**config.mk**
```make
export PLATFORM = sky130hd
export DESIGN_NAME = serial_subtractor_flat
export DESIGN_NICKNAME = d
export VERILOG_FILES = /design/src/rtl/serial_subtractor_pkg.sv /design/src/rtl/serial_subtractor_if.sv /design/src/rtl/serial_subtractor_full_subtractor.sv /design/src/rtl/serial_subtractor.sv /design/src/flat_wrapper.sv
export SDC_FILE = /design/constraint.sdc
export NUM_CORES = 1
export LEC_CHECK = 0
export BUFFER_PORTS_ARGS = -buffer_cell sky130_fd_sc_hd__buf_4
export CAP_MARGIN = 20
export CORE_ASPECT_RATIO = 0.75
export CORE_UTILIZATION = 44
export CTS_BUF_LIST = sky130_fd_sc_hd__clkbuf_2
export DETAILED_ROUTE_END_ITERATION = 12
export PLACE_DENSITY_LB_ADDON = 0.2
export SKIP_CTS_REPAIR_TIMING = 1
export SLEW_MARGIN = 20
export SYNTH_ARGS = -nofsm -noshare
export SYNTH_HDL_FRONTEND = slang
export SYNTH_SLANG_ARGS = --single-unit
export TNS_END_PERCENT = 5
```
**constraint.sdc**
```tcl
create_clock -name clk -period 3.11 [get_ports clk]
set_input_delay 0.622 -clock clk [delete_from_list [all_inputs] [get_ports clk]]
set_output_delay 0.622 -clock clk [all_outputs]
set_load 0.02 [all_outputs]
```
**src/rtl/serial_subtractor_pkg.sv**
```systemverilog
// Shared definitions for the bit-serial subtractor.
//   state_t        : FSM encoding (IDLE, BUSY, DONE)
//   DEFAULT_WIDTH  : default operand/result width
package serial_subtractor_pkg;

  typedef enum logic [1:0] {
    IDLE = 2'd0,
    BUSY = 2'd1,
    DONE = 2'd2
  } state_t;

  localparam int DEFAULT_WIDTH = 4;

endpackage

```
**src/rtl/serial_subtractor_if.sv**
```systemverilog
// Request/result bundle of the serial subtractor.
//   start, a, b, bin : request and operands (driven by the master)
//   ready, busy, done: FSM status, exactly one high per cycle
//   d, bout          : registered difference and borrow-out
//
// Handshake: a request is accepted on a rising edge where start and ready
// are both high; a, b and bin are captured on that edge only. start on any
// other edge is ignored. done is a one-cycle pulse marking d/bout valid; the
// result then holds until the next operation completes.
import serial_subtractor_pkg::*;

interface serial_subtractor_if #(
  parameter int WIDTH = DEFAULT_WIDTH
);
  logic             start;
  logic [WIDTH-1:0] a;
  logic [WIDTH-1:0] b;
  logic             bin;
  logic             ready;
  logic             busy;
  logic             done;
  logic [WIDTH-1:0] d;
  logic             bout;

  modport master (
    output start, a, b, bin,
    input  ready, busy, done, d, bout
  );

  modport slave (
    input  start, a, b, bin,
    output ready, busy, done, d, bout
  );
endinterface

```
**src/rtl/serial_subtractor_full_subtractor.sv**
```systemverilog
// One-bit full subtractor: x - y - bin.
//   x, y, bin : minuend bit, subtrahend bit, borrow-in
//   d, bout   : difference bit, borrow-out
module full_subtractor (
  input  logic x,
  input  logic y,
  input  logic bin,
  output logic d,
  output logic bout
);
  assign d    = x ^ y ^ bin;
  assign bout = (~x & y) | (~(x ^ y) & bin);
endmodule

```
**src/rtl/serial_subtractor.sv**
```systemverilog
// Bit-serial subtractor: computes (a - b - bin) mod 2^WIDTH and the final
// borrow, one bit per clock, LSB first.
//   clk, rst_n : clock, asynchronous active-low reset
//   bus        : request/result bundle (slave side)
//   dbg_state  : current FSM state, for observation
module serial_subtractor
  import serial_subtractor_pkg::*;
#(
  parameter int WIDTH = DEFAULT_WIDTH
) (
  input  logic                 clk,
  input  logic                 rst_n,
  serial_subtractor_if.slave   bus,
  output state_t               dbg_state
);

  localparam int             CW       = $clog2(WIDTH + 1);
  localparam logic [CW-1:0]  LAST_BIT = CW'(WIDTH - 1);

  state_t           state_q, state_d;
  logic [WIDTH-1:0] a_sr, b_sr, diff_sr, diff_next;
  logic             borrow_q;
  logic [CW-1:0]    cnt_q;
  logic [WIDTH-1:0] d_q;
  logic             bout_q;
  logic             fs_d, fs_bout;
  logic             last_bit;

  // Single full subtractor, fed from the LSB of the shift registers.
  full_subtractor u_fs (
    .x    (a_sr[0]),
    .y    (b_sr[0]),
    .bin  (borrow_q),
    .d    (fs_d),
    .bout (fs_bout)
  );

  // Difference bits enter at the MSB so after WIDTH shifts bit 0 is the LSB.
  assign diff_next = {fs_d, diff_sr[WIDTH-1:1]};
  assign last_bit  = (cnt_q == LAST_BIT);

  // State register
  always_ff @(posedge clk or negedge rst_n) begin
    if (!rst_n) state_q <= IDLE;
    else        state_q <= state_d;
  end

  // Next-state logic
  always_comb begin
    state_d = state_q;
    unique case (state_q)
      IDLE:    if (bus.start) state_d = BUSY;
      BUSY:    if (last_bit)  state_d = DONE;
      DONE:    state_d = IDLE;
      default: state_d = IDLE;
    endcase
  end

  // Output decode
  always_comb begin
    bus.ready = (state_q == IDLE);
    bus.busy  = (state_q == BUSY);
    bus.done  = (state_q == DONE);
  end

  // Datapath: operand capture, bit-serial processing, result registers.
  always_ff @(posedge clk or negedge rst_n) begin
    if (!rst_n) begin
      a_sr     <= '0;
      b_sr     <= '0;
      diff_sr  <= '0;
      borrow_q <= 1'b0;
      cnt_q    <= '0;
      d_q      <= '0;
      bout_q   <= 1'b0;
    end else begin
      unique case (state_q)
        IDLE: begin
          if (bus.start) begin
            a_sr     <= bus.a;
            b_sr     <= bus.b;
            borrow_q <= bus.bin;
            diff_sr  <= '0;
            cnt_q    <= '0;
          end
        end
        BUSY: begin
          a_sr     <= a_sr >> 1;
          b_sr     <= b_sr >> 1;
          diff_sr  <= diff_next;
          borrow_q <= fs_bout;
          cnt_q    <= cnt_q + CW'(1);
          // Result registers only change on the edge that enters DONE.
          if (last_bit) begin
            d_q    <= diff_next;
            bout_q <= fs_bout;
          end
        end
        default: ;
      endcase
    end
  end

  assign bus.d     = d_q;
  assign bus.bout  = bout_q;
  assign dbg_state = state_q;

endmodule

```
**src/flat_wrapper.sv**
```systemverilog
// flat-port wrapper written by rule: the top's interface ports become plain ports
module serial_subtractor_flat import serial_subtractor_pkg::*;
#(
  parameter int WIDTH = DEFAULT_WIDTH
)
  (clk, rst_n, dbg_state, bus_start, bus_a, bus_b, bus_bin, bus_ready, bus_busy, bus_done, bus_d, bus_bout);
  serial_subtractor_if #(.WIDTH(WIDTH)) bus_i ();
  input  logic clk;
  input  logic rst_n;
  output state_t dbg_state;
  input wire logic [$bits(bus_i.start)-1:0] bus_start;
  input wire logic [$bits(bus_i.a)-1:0] bus_a;
  input wire logic [$bits(bus_i.b)-1:0] bus_b;
  input wire logic [$bits(bus_i.bin)-1:0] bus_bin;
  output wire logic [$bits(bus_i.ready)-1:0] bus_ready;
  output wire logic [$bits(bus_i.busy)-1:0] bus_busy;
  output wire logic [$bits(bus_i.done)-1:0] bus_done;
  output wire logic [$bits(bus_i.d)-1:0] bus_d;
  output wire logic [$bits(bus_i.bout)-1:0] bus_bout;
  assign bus_i.start = bus_start;
  assign bus_i.a = bus_a;
  assign bus_i.b = bus_b;
  assign bus_i.bin = bus_bin;
  assign bus_ready = bus_i.ready;
  assign bus_busy = bus_i.busy;
  assign bus_done = bus_i.done;
  assign bus_d = bus_i.d;
  assign bus_bout = bus_i.bout;
  serial_subtractor #(.WIDTH(WIDTH)) u_core (.clk(clk), .rst_n(rst_n), .bus(bus_i), .dbg_state(dbg_state));
endmodule
```
# ---- After elaboration in Yosys (flattened, before gate mapping)
# Index checks and enable logic that the tools add are counted.
dict set report totals {
  wordCells 39
  reg_bits 23
  out_inout_bits 10
  input_bits 12
}
dict set report classes {
  muxes 13
  n_addsub 1
  bitwise_logic 7
  eq_ne 5
  n_reduce_logical 5
}
# cell count
set ops {}
lappend ops {{$pmux 4 s2} 3}
lappend ops {{$mux 4} 3}
lappend ops {{$pmux 3 s2} 1}
lappend ops {{$reduce_and 2->1} 3}
lappend ops {{$mux 2} 2}
lappend ops {{$pmux 2 s2} 1}
lappend ops {{$add 3x1->3 const B} 1}
lappend ops {{$eq 3x2->1 const B} 1}
lappend ops {{$mux 3} 1}
lappend ops {{$and 1x1->1} 2}
lappend ops {{$eq 2x1->1 const B} 1}
lappend ops {{$eq 2x2->1 const B} 1}
lappend ops {{$logic_not 2->1} 1}
lappend ops {{$ne 2x1->1 const B} 1}
lappend ops {{$ne 2x2->1 const B} 1}
lappend ops {{$not 1->1} 2}
lappend ops {{$pmux 1 s2} 1}
lappend ops {{$reduce_bool 2->1} 1}
lappend ops {{$xor 1x1->1} 2}
lappend ops {{$mux 1} 1}
lappend ops {{$or 1x1->1} 1}

# ---- Logic depth before layout (Yosys ltp)
dict set report depth {
  ltp_word 5
  depth_mapped 4
}

# ---- Modules after synthesis
# Synthesis repeated with hierarchy kept, for this count alone.
dict set report unflattened {
  cells_unflattened 83
  hier_area_um2 1012.2
}
# module cells_each instances area_per_inst_um2
set modules_own_cells {}
lappend modules_own_cells {serial_subtractor 79 1 980.9}
lappend modules_own_cells {full_subtractor 4 1 31.3}

# ---- Worst setup path before layout
# No wires, ideal clock.
dict set report synth_timing {
  path_type {register to output}
  startpoint {reg u_core.state_q[1] (netlist: u_core.dbg_state[1])}
  endpoint {out bus_done}
  arrival_time_ps 1122
  path_buffers 1
  setup_slack_ps 1366
  required_time_ps 2488
  path_stages_with_launch 3
  cell_sequence {dfrtp_1 buf_4 nor2b_1}
}
dict set report synth_between {
  elab_chain_cells 1
}
# item line_no
set synth_rtl {}
lappend synth_rtl {{from (decl)} serial_subtractor.sv:20} ;# state_t state_q, state_d;
lappend synth_rtl {{from (signal assigned)} serial_subtractor.sv:45} ;# else state_q <= state_d;
lappend synth_rtl {{$eq 2x2->1} serial_subtractor.sv:63} ;# bus.done = (state_q == DONE);
lappend synth_rtl {{to (decl)} flat_wrapper.sv:17} ;# output wire logic [$bits(bus_i.done)-1:0] bus_done;
# No other way between the ends.

# ---- Final worst setup path
dict set report layout_timing {
  startpoint {reg u_core.state_q[0] (netlist: u_core.dbg_state[0])}
  endpoint {out bus_busy}
}
dict set report layout_between {
  elab_chain_cells 1
}
# item line_no
set layout_rtl {}
lappend layout_rtl {{$eq 2x1->1} serial_subtractor.sv:62} ;# bus.busy = (state_q == BUSY);
lappend layout_rtl {{to (decl)} flat_wrapper.sv:16} ;# output wire logic [$bits(bus_i.busy)-1:0] bus_busy;
# No other way between the ends.

==> flow_summary.yaml <==
clock_tree:
  clkLatencyLatePin_ns: 0.32
  clockRootBuffer: "clkbuf_2"
  cts_inserted_buffers: 3
  htreeDepth: 1
  cts_buffer_depth: 2
  clock_sinks: 22
  clk_pin_slew_ns: 0.19
  cts_tree: "built"
setup_path:
  endpoint_kind: "output port"
  setup.worst_path.start_class: "register"
  path_max_fanout: 18
  required_ns: 2.49
  rr_worst_depth: 2
  reg2reg_slack_ns: 1.63
  worst_r2r_endpoint: "u_core.bus.d[0]"
  worstSetupPathType: "reg2out"
  worstReg2RegStart: "u_core.dbg_state[1]"
  arrival_ns: 1.60
die:
  die_h_um: 44.1
  core_mm2: 0.00212
  core.rowCount: 14
  die_w_um: 58.1
  initial_core_util_pct: 49.1
  ios: 22
  dieArea_mm2: 0.00256
synthesis:
  ys_types: 23
  synth_top_area_share_pct: 52.9
  ys_ff_latch: 22
  synth_nets: 97
  netlist_top_cells_area: "dfrtp_1, mux2_2, a22o_1"
  ys_warn_count: 0
  syn-mean-instance-area_um2: 12.7
  mappedNetlistArea_mm2: 0.00104
  ys_seq_area_share_pct: 52.9
  yosysTopAreaCell: "dfrtp_1"
  synthCells: 82
global_routing:
  grt.total_usage_pct: 15.9
  grt_antenna_before_repair: 0
  grt_pass1_vias: 610
  grt_max_degree: 23
  grt_first_pass_wirelength_mm: 2.91
  gr-total-overflow: 0
route:
  vias_per_cell: 4.97
  drt_iter0_markers: 32
  antenna_left: 0
  vias: 661
  drc: 0
  dr.pass1.iters: 4
  wire_per_inst_um: 13.6
  finalWirelength_mm: 1.81
placed_design:
  portBuffers: 21
  gp_congestion: 0.722
  dpl.hpwl_mm: 1.30
  dpl_cell_area_mm2: 0.00119
power:
  seq_power_share_pct: 43.2
  comb_power_share_pct: 47.9
  power.leakage_nw: 0.588
  switching_share_pct: 39.3
  power_frac_clock_pct: 8.9
  p_switching_mw: 0.476
  ir_drop_v: 0.000387
  p_int_mw: 0.735
  p_per_area_mw_per_mm2: 1000
  total_power_mw: 1.21
finish:
  num-fill-cells: 177
  area_growth_pct: 16.0
  layout.nets: 117
  num_antenna_cells: 0
  fin_util_pct: 56.9
  drive_gt1_share_pct: 31.7
  finalInstanceArea_mm2: 0.00121
timing:
  clock.fmax_ghz: 0.449
  rsz0062_at_grt: "no"
  period_share_pct: 71.6
  drv_slew: 0
  clock_skew_ns: 0.0130
  setup_tns_ns: 0
  setup_viol: 0
  slew_headroom_pct: 63.6
  worstMarginPinSlew_ns: 0.546
  period_needed_ns: 2.23
  holdWs_ns: 0.138
  hold_viol: 0
run_status:
  status: "completed"
hold_path:
  hp-class: "in2async"
run:
  drv_cap: 0
## routing by layer
layer	wire (um)	GRT usage, %
met5	0	0
met4	18	4.29
met3	90	6.43
met2	741	22.1
met1	962	23.1
## flip-flops by register name (all words and copies together), names as in the netlist
| name | flops |
|---|---|
| u_core.dbg_state | 2 |
| u_core.b_sr | 4 |
| u_core.cnt_q | 3 |
| u_core.bus.d | 4 |
| u_core.a_sr | 4 |
| u_core.bus.bout | 1 |
| u_core.borrow_q | 1 |
| u_core.diff_sr | 3 |
## cells in the mapped netlist
| cell | number |
|---|---|
| dfrtp_1 | 22 |
| inv_1 | 11 |
| a211oi_1 | 5 |
| a22o_1 | 5 |
| mux2_2 | 5 |
| nor3b_1 | 5 |
| nor4b_1 | 5 |
| buf_6 | 3 |
| nor2b_1 | 3 |
| a222oi_1 | 2 |
| a32o_1 | 2 |
| ha_1 | 2 |
| nand2b_1 | 2 |
| a21oi_1 | 1 |
| buf_2 | 1 |
| buf_4 | 1 |
| clkbuf_1 | 1 |
| fa_1 | 1 |
| mux2i_1 | 1 |
| nand3b_2 | 1 |
| nor2_1 | 1 |
| nor2b_4 | 1 |
| o21bai_4 | 1 |
## metrics by stage
stage	setup WS, ns	cells
floorplan	1.37	82
global placement	1.30	129
detailed placement	1.28	129
CTS	0.893	133
global route	0.766	133
finish	0.884	133
## logic make-up (layout without fill, tap and decap cells)
| family | count (synthesis) | count (layout) | synth area share (%) |
|---|---|---|---|
| buf+inv | 17 | 36 | 8.78 |
| simple gates | 18 | 18 | 13.6 |
| flops | 22 | 22 | 52.9 |
| compound gates | 16 | 16 | 14.0 |
| fa+ha+maj | 3 | 3 | 4.33 |
| mux | 6 | 6 | 6.38 |
## cells in the final DEF (no fill, tap or decap), drive strengths merged
cell,netlist,final
a21oi,1,1
a222oi,2,2
fa,1,1
mux2,5,5
nand2b,2,2
o21bai,1,1
clkbuf,1,3
a22o,5,5
a32o,2,2
nor4b,5,5
mux2i,1,1
nor3b,5,5
a211oi,5,5
nand3b,1,1
nor2,1,1
buf,5,21
nor2b,4,4
clkinv,0,1
ha,2,2
inv,11,11
dfrtp,22,22
## worst max-delay path, stage by stage, from the launching register on
cell and delay (ns):
dfrtp_1 0.73, nor2b_4 0.36, buf_4 0.19
## power by group through the flow
stage	combinational (mW)	clock (mW)	sequential [mW]
floorplan	0.431	0	0.536
global placement	0.575	0	0.527
detailed placement	0.584	0	0.530
CTS	0.586	0.114	0.522
global route	0.633	0.127	0.542
finish	0.579	0.108	0.523
## worst max path at each step
stage	startpoint	to	cells after the start
2_1_floorplan	u_core.dbg_state[1]	bus_done	2
3_3_place_gp	u_core.dbg_state[0]	bus_busy	2
3_5_place_dp	u_core.dbg_state[0]	bus_busy	2
4_1_cts	u_core.dbg_state[0]	bus_busy	2
5_1_grt	u_core.dbg_state[0]	bus_busy	2
6_report	u_core.dbg_state[0]	bus_busy	2
## cell type report
class	count	area, um^2	share of cell area [%]
inverters	11	41.3	3.42
well taps	32	40.0	3.32
repair buffers	21	158	13.1
clock buffers	3	15.0	1.24
clock inverters	1	3.75	0.311
flip-flops and latches	22	551	45.6
multi-input cells	43	398	33.0
(Power assumes the default switching activity.)
